`config.mk`:
```
export PLATFORM = sky130hd
export DESIGN_NAME = dac_upsampler
export DESIGN_NICKNAME = d
export VERILOG_FILES = /design/src/rtl/audio_pkg.sv /design/src/rtl/sample_tick_gen.sv /design/src/rtl/dac_upsampler.sv
export SDC_FILE = /design/constraint.sdc
export NUM_CORES = 1
export LEC_CHECK = 0
export CELL_PAD_IN_SITES_DETAIL_PLACEMENT = 2
export CELL_PAD_IN_SITES_GLOBAL_PLACEMENT = 2
export CORE_MARGIN = 2
export CORE_UTILIZATION = 38
export DETAILED_ROUTE_END_ITERATION = 16
export GPL_ROUTABILITY_DRIVEN = 0
export PLACE_DENSITY = 0.83
export SLEW_MARGIN = 20
export SYNTH_ARGS = -nofsm -noshare
export SYNTH_HDL_FRONTEND = slang
export SYNTH_SLANG_ARGS = --single-unit
```
`constraint.sdc`:
```
create_clock -name clk_100mhz -period 2.9 [get_ports clk_100mhz]
set_clock_uncertainty 0.15 [all_clocks]
set_input_delay 0.58 -clock clk_100mhz [delete_from_list [all_inputs] [get_ports clk_100mhz]]
set_output_delay 0.58 -clock clk_100mhz [all_outputs]
set_load 0.005 [all_outputs]
```
`src/rtl/audio_pkg.sv`:
```
// Shared audio-path definitions: sample width, sample type and the
// upsampler state encoding.
package audio_pkg;

  localparam int DATA_WIDTH = 12;

  typedef logic [DATA_WIDTH-1:0] sample_t;

  typedef enum logic [1:0] {
    IDLE   = 2'd0,
    PRIME  = 2'd1,
    RUN    = 2'd2,
    STARVE = 2'd3
  } ups_state_t;

endpackage

```
`src/rtl/sample_tick_gen.sv`:
```
// Free-running sample-rate tick: one-cycle pulse every PERIOD clocks.
// The counter runs 0..PERIOD-1 from reset release, and the tick is high
// in the cycle where the count is PERIOD-1.
module sample_tick_gen #(
  parameter int PERIOD = 128
) (
  input  logic clk_100mhz,
  input  logic rst_n,
  output logic tick
);

  localparam int CNT_W = (PERIOD > 1) ? $clog2(PERIOD) : 1;
  localparam logic [CNT_W-1:0] LAST = CNT_W'(PERIOD - 1);

  logic [CNT_W-1:0] cnt;

  // Count up and wrap to zero on the terminal count.
  always_ff @(posedge clk_100mhz or negedge rst_n) begin
    if (!rst_n) begin
      cnt <= '0;
    end else if (cnt == LAST) begin
      cnt <= '0;
    end else begin
      cnt <= cnt + CNT_W'(1);
    end
  end

  assign tick = (cnt == LAST);

endmodule

```
`src/rtl/dac_upsampler.sv`:
```
// Output-side rate converter: accepts samples through valid/ready and emits
// 2^INTERP_N_BITS interpolated samples per input, one every OUT_PERIOD clocks.
// Build option: define UPSAMPLER_LINEAR_EN for linear interpolation; without
// it every phase emits the previous endpoint (zero-order hold) and the
// subtractor/multiplier are not built.
//
// state  | meaning
// IDLE   | no samples yet; first accept loads curr
// PRIME  | one sample held; second accept forms the first prev/curr pair
// RUN    | interpolating prev->curr, one phase per tick; pend refills
// STARVE | segment finished with no pending sample; re-emit curr, flag underrun
module dac_upsampler #(
  parameter int DATA_WIDTH    = audio_pkg::DATA_WIDTH,
  parameter int INTERP_N_BITS = 3,
  parameter int OUT_PERIOD    = 128
) (
  input  logic                  clk_100mhz,
  input  logic                  rst_n,
  input  logic [DATA_WIDTH-1:0] data_in,
  input  logic                  data_valid,
  output logic                  data_ready,
  output logic [DATA_WIDTH-1:0] data_out,
  output logic                  sample_trigger,
  output logic                  underrun
);

  import audio_pkg::*;

  localparam int DW = DATA_WIDTH;
  localparam int N  = INTERP_N_BITS;
  localparam logic [N-1:0] K_LAST = '1;

  ups_state_t state, state_nxt;

  logic [DW-1:0] prev, curr, pend, interp;
  logic          pend_v;
  logic [N-1:0]  k;
  logic          tick;
  logic          accept;

  logic ld_first, ld_prime, ld_pend, xfer;
  logic emit_interp, emit_curr, k_inc, k_one, und_nxt;

  sample_tick_gen #(
    .PERIOD (OUT_PERIOD)
  ) u_tick (
    .clk_100mhz (clk_100mhz),
    .rst_n      (rst_n),
    .tick       (tick)
  );

  // Ready depends only on state and the registered slot flag, never on valid.
  assign data_ready = (state == IDLE) || (state == PRIME) || !pend_v;
  assign accept     = data_valid && data_ready;

`ifdef UPSAMPLER_LINEAR_EN
  logic signed [DW:0]   diff;
  logic signed [DW+N:0] prod;
  logic signed [DW+N:0] step;

  // prev + floor((curr - prev) * k / 2^N); result stays between the endpoints.
  assign diff   = $signed({1'b0, curr}) - $signed({1'b0, prev});
  assign prod   = {{N{diff[DW]}}, diff} * {{(DW+1){1'b0}}, k};
  assign step   = prod >>> N;
  assign interp = DW'({{(N+1){1'b0}}, prev} + step);
`else
  assign interp = prev;
`endif

  // Next-state and datapath control decode.
  always_comb begin
    state_nxt   = state;
    ld_first    = 1'b0;
    ld_prime    = 1'b0;
    ld_pend     = 1'b0;
    xfer        = 1'b0;
    emit_interp = 1'b0;
    emit_curr   = 1'b0;
    k_inc       = 1'b0;
    k_one       = 1'b0;
    und_nxt     = 1'b0;
    case (state)
      IDLE: begin
        if (accept) begin
          ld_first  = 1'b1;
          state_nxt = PRIME;
        end
      end
      PRIME: begin
        if (accept) begin
          ld_prime  = 1'b1;
          state_nxt = RUN;
        end
      end
      RUN: begin
        ld_pend = accept;
        if (tick) begin
          emit_interp = 1'b1;
          k_inc       = 1'b1;
          if (k == K_LAST) begin
            if (pend_v) begin
              xfer = 1'b1;
            end else begin
              state_nxt = STARVE;
            end
          end
        end
      end
      STARVE: begin
        ld_pend = accept;
        if (tick) begin
          // Both branches emit curr: on a refill it is interp(0) of the new pair.
          emit_curr = 1'b1;
          if (pend_v) begin
            xfer      = 1'b1;
            k_one     = 1'b1;
            state_nxt = RUN;
          end else begin
            und_nxt = 1'b1;
          end
        end
      end
      default: state_nxt = IDLE;
    endcase
  end

  // State register.
  always_ff @(posedge clk_100mhz or negedge rst_n) begin
    if (!rst_n) begin
      state <= IDLE;
    end else begin
      state <= state_nxt;
    end
  end

  // Endpoints, pending slot, phase and registered outputs.
  always_ff @(posedge clk_100mhz or negedge rst_n) begin
    if (!rst_n) begin
      prev           <= '0;
      curr           <= '0;
      pend           <= '0;
      pend_v         <= 1'b0;
      k              <= '0;
      data_out       <= '0;
      sample_trigger <= 1'b0;
      underrun       <= 1'b0;
    end else begin
      sample_trigger <= tick;
      underrun       <= und_nxt;

      if (emit_interp) begin
        data_out <= interp;
      end else if (emit_curr) begin
        data_out <= curr;
      end

      if (ld_first) begin
        curr <= data_in;
      end else if (ld_prime) begin
        prev <= curr;
        curr <= data_in;
      end else if (xfer) begin
        prev <= curr;
        curr <= pend;
      end

      if (ld_prime) begin
        k <= '0;
      end else if (k_one) begin
        k <= N'(1);
      end else if (k_inc) begin
        k <= k + N'(1);
      end

      // ready is low while pend_v is set, so a refill and a drain never coincide.
      if (ld_pend) begin
        pend   <= data_in;
        pend_v <= 1'b1;
      end else if (xfer) begin
        pend_v <= 1'b0;
      end
    end
  end

endmodule

```
==> out/results.ini, run 1 <==
[run_status]
status=completed

[clock_network]
cts_max_level=3
clockBufferDepth=2
clkLatencyLatePin_ns=0.34
clkTransAtPathRegs_ns=0.07
post_cts_resized=0
cts_setup_buffers=0
cts-root-buf=clkbuf_8
holdBufCountCts=0
cts_tree=built
cts_sinks=63
cts_buffers=9

[critical_path]
arrival_ns=1.53
cp-end-kind=output pin
critPathKind=reg2out
path_max_fanout=5
start_kind=flip-flop
required_ns=2.17

[sta]
fin_crit_sh_pct=77.82
worst_slew_pin_slew_ns=0.6682
rsz0062_at_grt=false
finalHoldViolCount=0
slew_violations=0
finalCriticalPeriod_ns=2.257
fmax_mhz=443.1
fin_tns_setup_ns=0
max_slew_margin_pct=55.46
finalSetupViolations=0

[flow_run]
maxCapViolCount=0

[placement]
postPlaceCellArea_mm2=0.003132
numPortBuffers=29
dp_hpwl_um=4441

[synth]
async_reset_ff_share_pct=100.0
syn_area_per_cell_um2=12.79
ys_warn_count=0
syn_inst=215
synth_edf_count=0
ys_ff_latch=63
ys_seq_area_share_pct=57.35
synth_cell_types=40
synth_area_mm2=0.002749
synth_nets=233
synth_ff_type=dfrtp_1

[grt]
track_usage_pct=17.69
antenna_found_initial=0
grt_max_degree=30
grt_pass1_vias=1900
overflow=0
grt_pass1_wl_um=10160

[floorplan]
fp.coreArea_mm2=0.007137
dieArea_mm2=0.007930
start_util_pct=38.52
die_height_um=89.05
ioPinCount=30
die_w_um=89.05
rows=31

[min_path]
hold_class=in2async

[pwr]
ir_worst_vdd_mv=0.2312
p_leak_nw=1.535
pwr_density_cell_mw_per_mm2=654.5

[route]
drt_iter0_drc=75
vias=1775
routed_wl_um=6107
drt_first_pass_iters=4
routed_via_density=5.014
drtAntennaViolNets=0
wl_per_cell_um=17.25
drc=0

[final_layout]
ff_latch_area_mm2=0.001577
diodes=0
multi_input_area_mm2=0.001075
layout.nets=268
final_core_util_pct=46.55
fillCellCount=743
area_growth_syn_to_layout_pct=20.85
drive_gt1_share_pct=22.35
stdcell_area_mm2=0.003322

## area by class of cell
class,instances,area share [%]
inverter,9,1.017
multi-input combinational,133,32.35
timing repair buffer,34,9.718
clock buffer,12,4.369
sequential,63,47.46
tap,99,3.729
clock inverter,4,1.356
## through the flow
stage	power, mW	setup WS, ns	hold slack [ns]	instances
after floorplan	1.326	0.9079	0.1344	215
after global placement	1.409	0.5450	0.2886	338
after detailed placement	1.449	0.4649	0.2962	338
after CTS	2.209	0.6163	0.1186	354
after global routing	2.288	0.5560	0.1464	354
final	2.174	0.6432	0.1156	354
## registers in the layout, indices dropped and copies added (netlist names)
name / count
curr: 12
data_out: 12
interp: 12
pend: 12
u_tick.cnt: 7
k: 3
state: 2
pend_v: 1
sample_trigger: 1
underrun: 1
## worst max-delay path, cell delays in order (launching register included)
cell	delay (ns)
dfrtp_1	0.44
nand2_1	0.21
clkdlybuf4s50_1	0.54
## cells in the final DEF, fill, tap and decap left out, drive strengths merged
cell,n
nand2b,2
clkinv,3
and3,2
nand3,4
a22oi,8
o211a,1
o22ai,1
clkdlybuf4s50,28
mux2i,14
o2bb2ai,2
or2,1
and4,1
bufinv,1
and2b,1
inv,9
a211oi,2
nand2,17
dfrtp,63
nor4,2
nor2b,2
ha,3
buf,6
xnor2,3
and2,1
o221a,4
nor3,1
o21ai,24
nor3b,1
mux2,24
a21o,1
nand3b,1
nor2,6
clkbuf,12
xor2,2
or2b,2
## cells by family after synthesis
kind of cell,after synthesis,synth area share (%)
AOI/OAI and AO/OA,43,10.47
xor gates and xnor gates,5,1.593
adders and majority gates,3,1.366
buffers and inverters,19,3.550
DFF,63,57.35
muxes,38,16.29
and+or+nand+nor,44,9.377
## metal layers
metal	track usage [%]	part of all wire [%]	vias to the layer above	wire length [um]
met4	8.548	2.2	0	135
met2	27.34	48	30	2903
li1	-	-	827	-
met3	4.340	2.4	10	145
met5	0	0	-	0
met1	23.39	48	908	2923
## cell usage after synthesis, types with 2 or more instances
master | n | area share [%]
xnor2_1 | 3 | 0.96
clkbuf_1 | 4 | 0.55
a22oi_1 | 8 | 2.2
ha_1 | 3 | 1.4
nand2_1 | 17 | 2.3
mux2_4 | 10 | 5.5
nand3_1 | 2 | 0.36
mux2i_1 | 14 | 5.1
o21ai_0 | 24 | 4.4
dfrtp_1 | 63 | 57
buf_1 | 2 | 0.27
nand2b_1 | 2 | 0.46
or2b_2 | 2 | 0.64
o221a_2 | 4 | 1.6
xor2_1 | 2 | 0.64
nor2b_1 | 2 | 0.46
inv_1 | 9 | 1.2
buf_6 | 2 | 0.82
o2bb2ai_1 | 2 | 0.64
nor2_1 | 6 | 0.82
mux2_2 | 14 | 5.7
a211oi_1 | 2 | 0.55
## path summary, 6_finish.rpt
kind | startpoint | to | slack [ns] | depth (start not counted)
setup / recovery | pend_v | data_ready | 0.64 | 2
hold / removal | rst_n | u_tick.cnt[2] | 0.12 | 1
setup reg to reg | k[0] | interp[5] | 0.71 | 7
hold reg to reg | u_tick.cnt[0] | u_tick.cnt[0] | 0.30 | 1
max in group asynchronous | rst_n | data_out[2] | 1.74 | 2
min in group clk_100mhz | u_tick.cnt[0] | u_tick.cnt[0] | 0.30 | 1
## where the power goes
part / switching, mW / total (mW) / internal, mW
sequential: 0.108 / 1.10 / 0.995
combinational: 0.138 / 0.324 / 0.185
clock: 0.330 / 0.747 / 0.417
total: 0.577 / 2.17 / 1.60
No activity file was read; power rests on OpenSTA's default activity.
==> inputs of run 2 (changes only) <==
--- a/config.mk
+++ b/config.mk
@@ -8,10 +8,10 @@
 export CELL_PAD_IN_SITES_DETAIL_PLACEMENT = 2
 export CELL_PAD_IN_SITES_GLOBAL_PLACEMENT = 2
 export CORE_MARGIN = 2
-export CORE_UTILIZATION = 38
+export CORE_UTILIZATION = 34
 export DETAILED_ROUTE_END_ITERATION = 16
 export GPL_ROUTABILITY_DRIVEN = 0
-export PLACE_DENSITY = 0.83
+export PLACE_DENSITY = 0.79
 export SLEW_MARGIN = 20
 export SYNTH_ARGS = -nofsm -noshare
 export SYNTH_HDL_FRONTEND = slang
==> constraint.sdc (replaced) <==
create_clock -name clk_100mhz -period 2.05 [get_ports clk_100mhz]
set_clock_uncertainty 0.15 [all_clocks]
set_input_delay 0.41 -clock clk_100mhz [delete_from_list [all_inputs] [get_ports clk_100mhz]]
set_output_delay 0.41 -clock clk_100mhz [all_outputs]
set_load 0.005 [all_outputs]
==> run 2 against run 1 <==
Worst hold slack improved by 0.19 ns. Die area increased by 11%. Non-clock buffer count increased by 13. Critical path depth unchanged. Final area increased by 6.4%. Sequential share of layout area decreased by 2.9 points. Setup slack got worse by 0.57 ns. Count of clock-buffer cells in the layout decreased by 3. Critical path type unchanged. Critical endpoint unchanged.
==> out/results.ini, run 2 (synthesized netlist as in run 1, its figures left out) <==
[run_status]
status=completed  ; unchanged

[placement]
pre_cts_ws_ns=0.002014  ; was 0.4649 ns
numPortBuffers=29  ; unchanged
dp_hpwl_um=4332  ; was 4441 um

[sta]
fin_ws_ns=0.07484  ; was 0.6432 ns
hold_ws_ns=0.3091  ; was 0.1156 ns
fmax_mhz=506.3
finalHoldViolCount=0  ; unchanged
finalCriticalPeriod_ns=1.975
rsz0062_at_grt=false  ; unchanged
worst_slew_pin_slew_ns=0.5628  ; was 0.6682 ns
finalSetupViolations=0  ; unchanged
max_slew_margin_pct=62.08  ; was 55.46%
fin_crit_sh_pct=96.35
fin_tns_setup_ns=0  ; unchanged
slew_violations=0  ; unchanged

[critical_path]
required_ns=1.49  ; was 2.17 ns
arrival_ns=1.42  ; was 1.53 ns
slowest_delay_ns=0.51  ; was 0.54 ns
critPathKind=reg2out  ; unchanged
cpMaxStageDelayCell=clkdlybuf4s50_1  ; unchanged
path_max_fanout=5  ; unchanged
start_kind=flip-flop  ; unchanged
crit_chain=nand2_4, clkdlybuf4s50_1  ; was nand2_1, clkdlybuf4s50_1
cp-end-kind=output pin  ; unchanged

[grt]
antenna_found_initial=0  ; unchanged
grt_pass1_vias=1972  ; was 1900
overflow=0  ; unchanged
track_usage_pct=15.42  ; was 17.69%
grt_max_degree=26  ; was 30
grt_pass1_wl_um=10320  ; was 10160 um

[route]
drt_first_pass_iters=4  ; unchanged
drc=0  ; unchanged
vias=1830  ; was 1775
drt_iter0_drc=52  ; was 75
wl_per_cell_um=16.10  ; was 17.25 um
routed_wl_um=5958  ; was 6107 um
drtAntennaViolNets=0  ; unchanged
routed_via_density=4.946  ; was 5.014

[clock_network]
cts-root-buf=clkbuf_8  ; unchanged
cts_tree=built  ; unchanged
cts_buffers=9  ; unchanged
clockBufferDepth=2  ; unchanged
cts_sinks=63  ; unchanged
clkTransAtPathRegs_ns=0.07  ; about the same
clkLatencyLatePin_ns=0.34  ; about the same
cts_max_level=3  ; unchanged

[floorplan]
dieArea_mm2=0.008820  ; was 0.007930 mm2
die_w_um=93.92  ; was 89.05 um
ioPinCount=30  ; unchanged
start_util_pct=35.39  ; was 38.52%
rows=32  ; was 31
die_height_um=93.92  ; was 89.05 um
fp.coreArea_mm2=0.007767  ; was 0.007137 mm2

[flow_run]
maxCapViolCount=0  ; unchanged

[final_layout]
final_cell_mix=dfrtp_1 (63), clkdlybuf4s50_1 (28), o21ai_0 (24), nand2_1 (16)  ; was dfrtp_1 (63), clkdlybuf4s50_1 (28), o21ai_0 (24), nand2_1 (17)
drive_gt1_share_pct=28.73  ; was 22.35%
layout_commonest_cell=dfrtp_1  ; unchanged
layout.nets=281  ; was 268
diodes=0  ; unchanged
area_growth_syn_to_layout_pct=28.58  ; was 20.85%

[min_path]
hold_class=reg2reg  ; was in2async

[pwr]
ir_worst_vdd_mv=0.4057  ; was 0.2312 mV
pwr_density_cell_mw_per_mm2=907.7  ; was 654.5 mW/mm2
p_leak_nw=1.623  ; was 1.535 nW

run 2: cell count changes in the layout (fill, tap and decap cells not counted), sizes merged:
cell and change:
buf +12, bufinv +1, clkbuf -3, clkinv +1, clkinvlp +1, dlygate4sd3 +1
run 2: worst paths after layout:
check | depth (start not counted) | start | slack, ns | to
min in group asynchronous | 2 | rst_n | 0.40 | u_tick.cnt[6]
setup reg to reg | 5 | u_tick.cnt[0] | 0.12 | curr[1]
setup / recovery | 2 | state[1] | 0.07 | data_ready
max in group asynchronous | 3 | rst_n | 0.80 | pend[9]
hold / removal | 1 | u_tick.cnt[0] | 0.31 | u_tick.cnt[0]
hold reg to reg | 1 | u_tick.cnt[0] | 0.31 | u_tick.cnt[0]
run 2: per-layer routing:
metal  wire length [um]  track usage (%)
met1               2943            21.22
met2               2744            23.21
met3                169            4.013
met4                101            6.159
met5                  0                0
run 2: worst max-delay path, delay by kind of cell (launching register included):
kind / cells / cell delay (ns)
buf+inv: 1 / 0.51
flops: 1 / 0.44
simple gates: 1 / 0.13
run 2: repair_timing:
| item | 4_1_cts | 5_1_grt |
|---|---|---|
| gates resized for setup | 3 | 6 |
| pin swaps | 0 | 1 |
| endpoints found under the hold margin | 15 | 0 |
| endpoints found under the setup margin | 12 | 19 |
| hold buffers | 1 | 0 |
| buffers inserted | 0 | 1 |
run 2: cell type report:
cell class / count / area [um2]
fillers: 787 / 4233
well taps: 102 / 127.6
flip-flops and latches: 63 / 1577
multi-input cells: 133 / 1112
clock buffers: 9 / 123.9
repair buffers: 47 / 473.0
clock inverters: 7 / 87.58
inverters: 9 / 33.78
run 2: power by group:
part,switching [mW],internal (mW)
clock,0.491,0.675
sequential,0.136,1.41
combinational,0.218,0.280
total,0.845,2.36
run 2: stage by stage:
step | utilization (%) | cell area (um2) | instances | power (mW)
finish | 45.51 | 3535 | 370 | 3.208
global route | 45.51 | 3535 | 370 | 3.374
CTS | 45.07 | 3501 | 369 | 3.248
detailed placement | 42.07 | 3268 | 352 | 2.060
global placement | 42.07 | 3268 | 352 | 2.017
floorplan | - | 2749 | 215 | 1.875
==> RTL change, RTL diff (config.mk and constraints of run 1) <==
Build with the macro `UPSAMPLER_LINEAR_EN` defined.
--- a/src/rtl/dac_upsampler.sv
+++ b/src/rtl/dac_upsampler.sv
@@ -9,6 +9,8 @@
 // PRIME  | one sample held; second accept forms the first prev/curr pair
 // RUN    | interpolating prev->curr, one phase per tick; pend refills
 // STARVE | segment finished with no pending sample; re-emit curr, flag underrun
+`define UPSAMPLER_LINEAR_EN
+
 module dac_upsampler #(
   parameter int DATA_WIDTH    = audio_pkg::DATA_WIDTH,
   parameter int INTERP_N_BITS = 3,
Behaviour: same outputs for any inputs over 10 cycles, from zero or initial values and one cycle with rst_n low; that may be too few to reach the edited logic, so the function may still have changed.
==> RTL change against run 1 <==
The flow now stops in clock tree synthesis; synthesized area rose by 67%.
==> RTL change: results (changes against run 1) <==
Outcome
  – Outcome: aborted with a tool error
  – Stop stage: clock tree synthesis
  – Stop err: [ERROR DPL-0033] detailed placement checks failed during check placement.

Synth
  – Syn Nets: 580 (+150%)
  – Post-synthesis compound-gate area fraction: 17.67% (+7.2 points)
  – Synth cell types: 49 (+23%)
  – Post-synthesis adder-cell area fraction: 16.94% (+16 points)
  – Ranking of synthesized cells by area: dfrtp_1 34%, ha_1 10%, fa_1 6.6%
  – Mux share of post-synthesis cell area: 4.562% (-12 points)
  – Synth cell count leaders: 70 x nand2_1, 63 x dfrtp_1, 48 x nor2_1, 41 x inv_1, 38 x ha_1
  – Seq/Total Area, Yosys: 34.42% (-23 points)
  – Post-Synth XOR/XNOR Area: 6.419% (+4.8 points)
  – Synth warnings: 0 (unchanged)
  – Synth Register Bits: 63 (unchanged)
  – Post-synth ARST share: 100.0% (unchanged)

Clocking
  – Post-CTS setup buffers: 20 (+20)
  – Total CTS buffers: 9 (unchanged)
  – H-Tree Depth: 3 (unchanged)
  – Post-CTS sizing: 129 (+129)
  – Clk Tree Root Cell: clkbuf_16
  – Longest Clk Path Bufs: 2 (unchanged)

Placed design
  – Dpl hpwl: 15.53 mm (+250%)
  – Port Buf Inserts: 29 (unchanged)
  – Dpl ws: -3.073 ns (-3.538 ns)
RTL change: changes by cell type after synthesis, sizes merged, moves of 12 or more:
| cell | before | now |
|---|---|---|
| o21ai | 24 | 36 |
| a21oi | 0 | 26 |
| nand2 | 17 | 70 |
| fa | 0 | 15 |
| xnor2 | 3 | 21 |
| nor2 | 6 | 48 |
| inv | 9 | 41 |
| ha | 3 | 38 |
RTL change: per-stage QoR:
stage	std cells	instance area (µm²)
2_1_floorplan	512	4793
3_5_place_dp	802	6186
3_3_place_gp	802	6186
RTL change: cell families after synthesis:
logic type / Yosys count
AOI/OAI and AO/OA: 126
DFF: 63
muxes: 19
xor gates and xnor gates: 32
adders and majority gates: 53
buffers and inverters: 59
and+or+nand+nor: 160
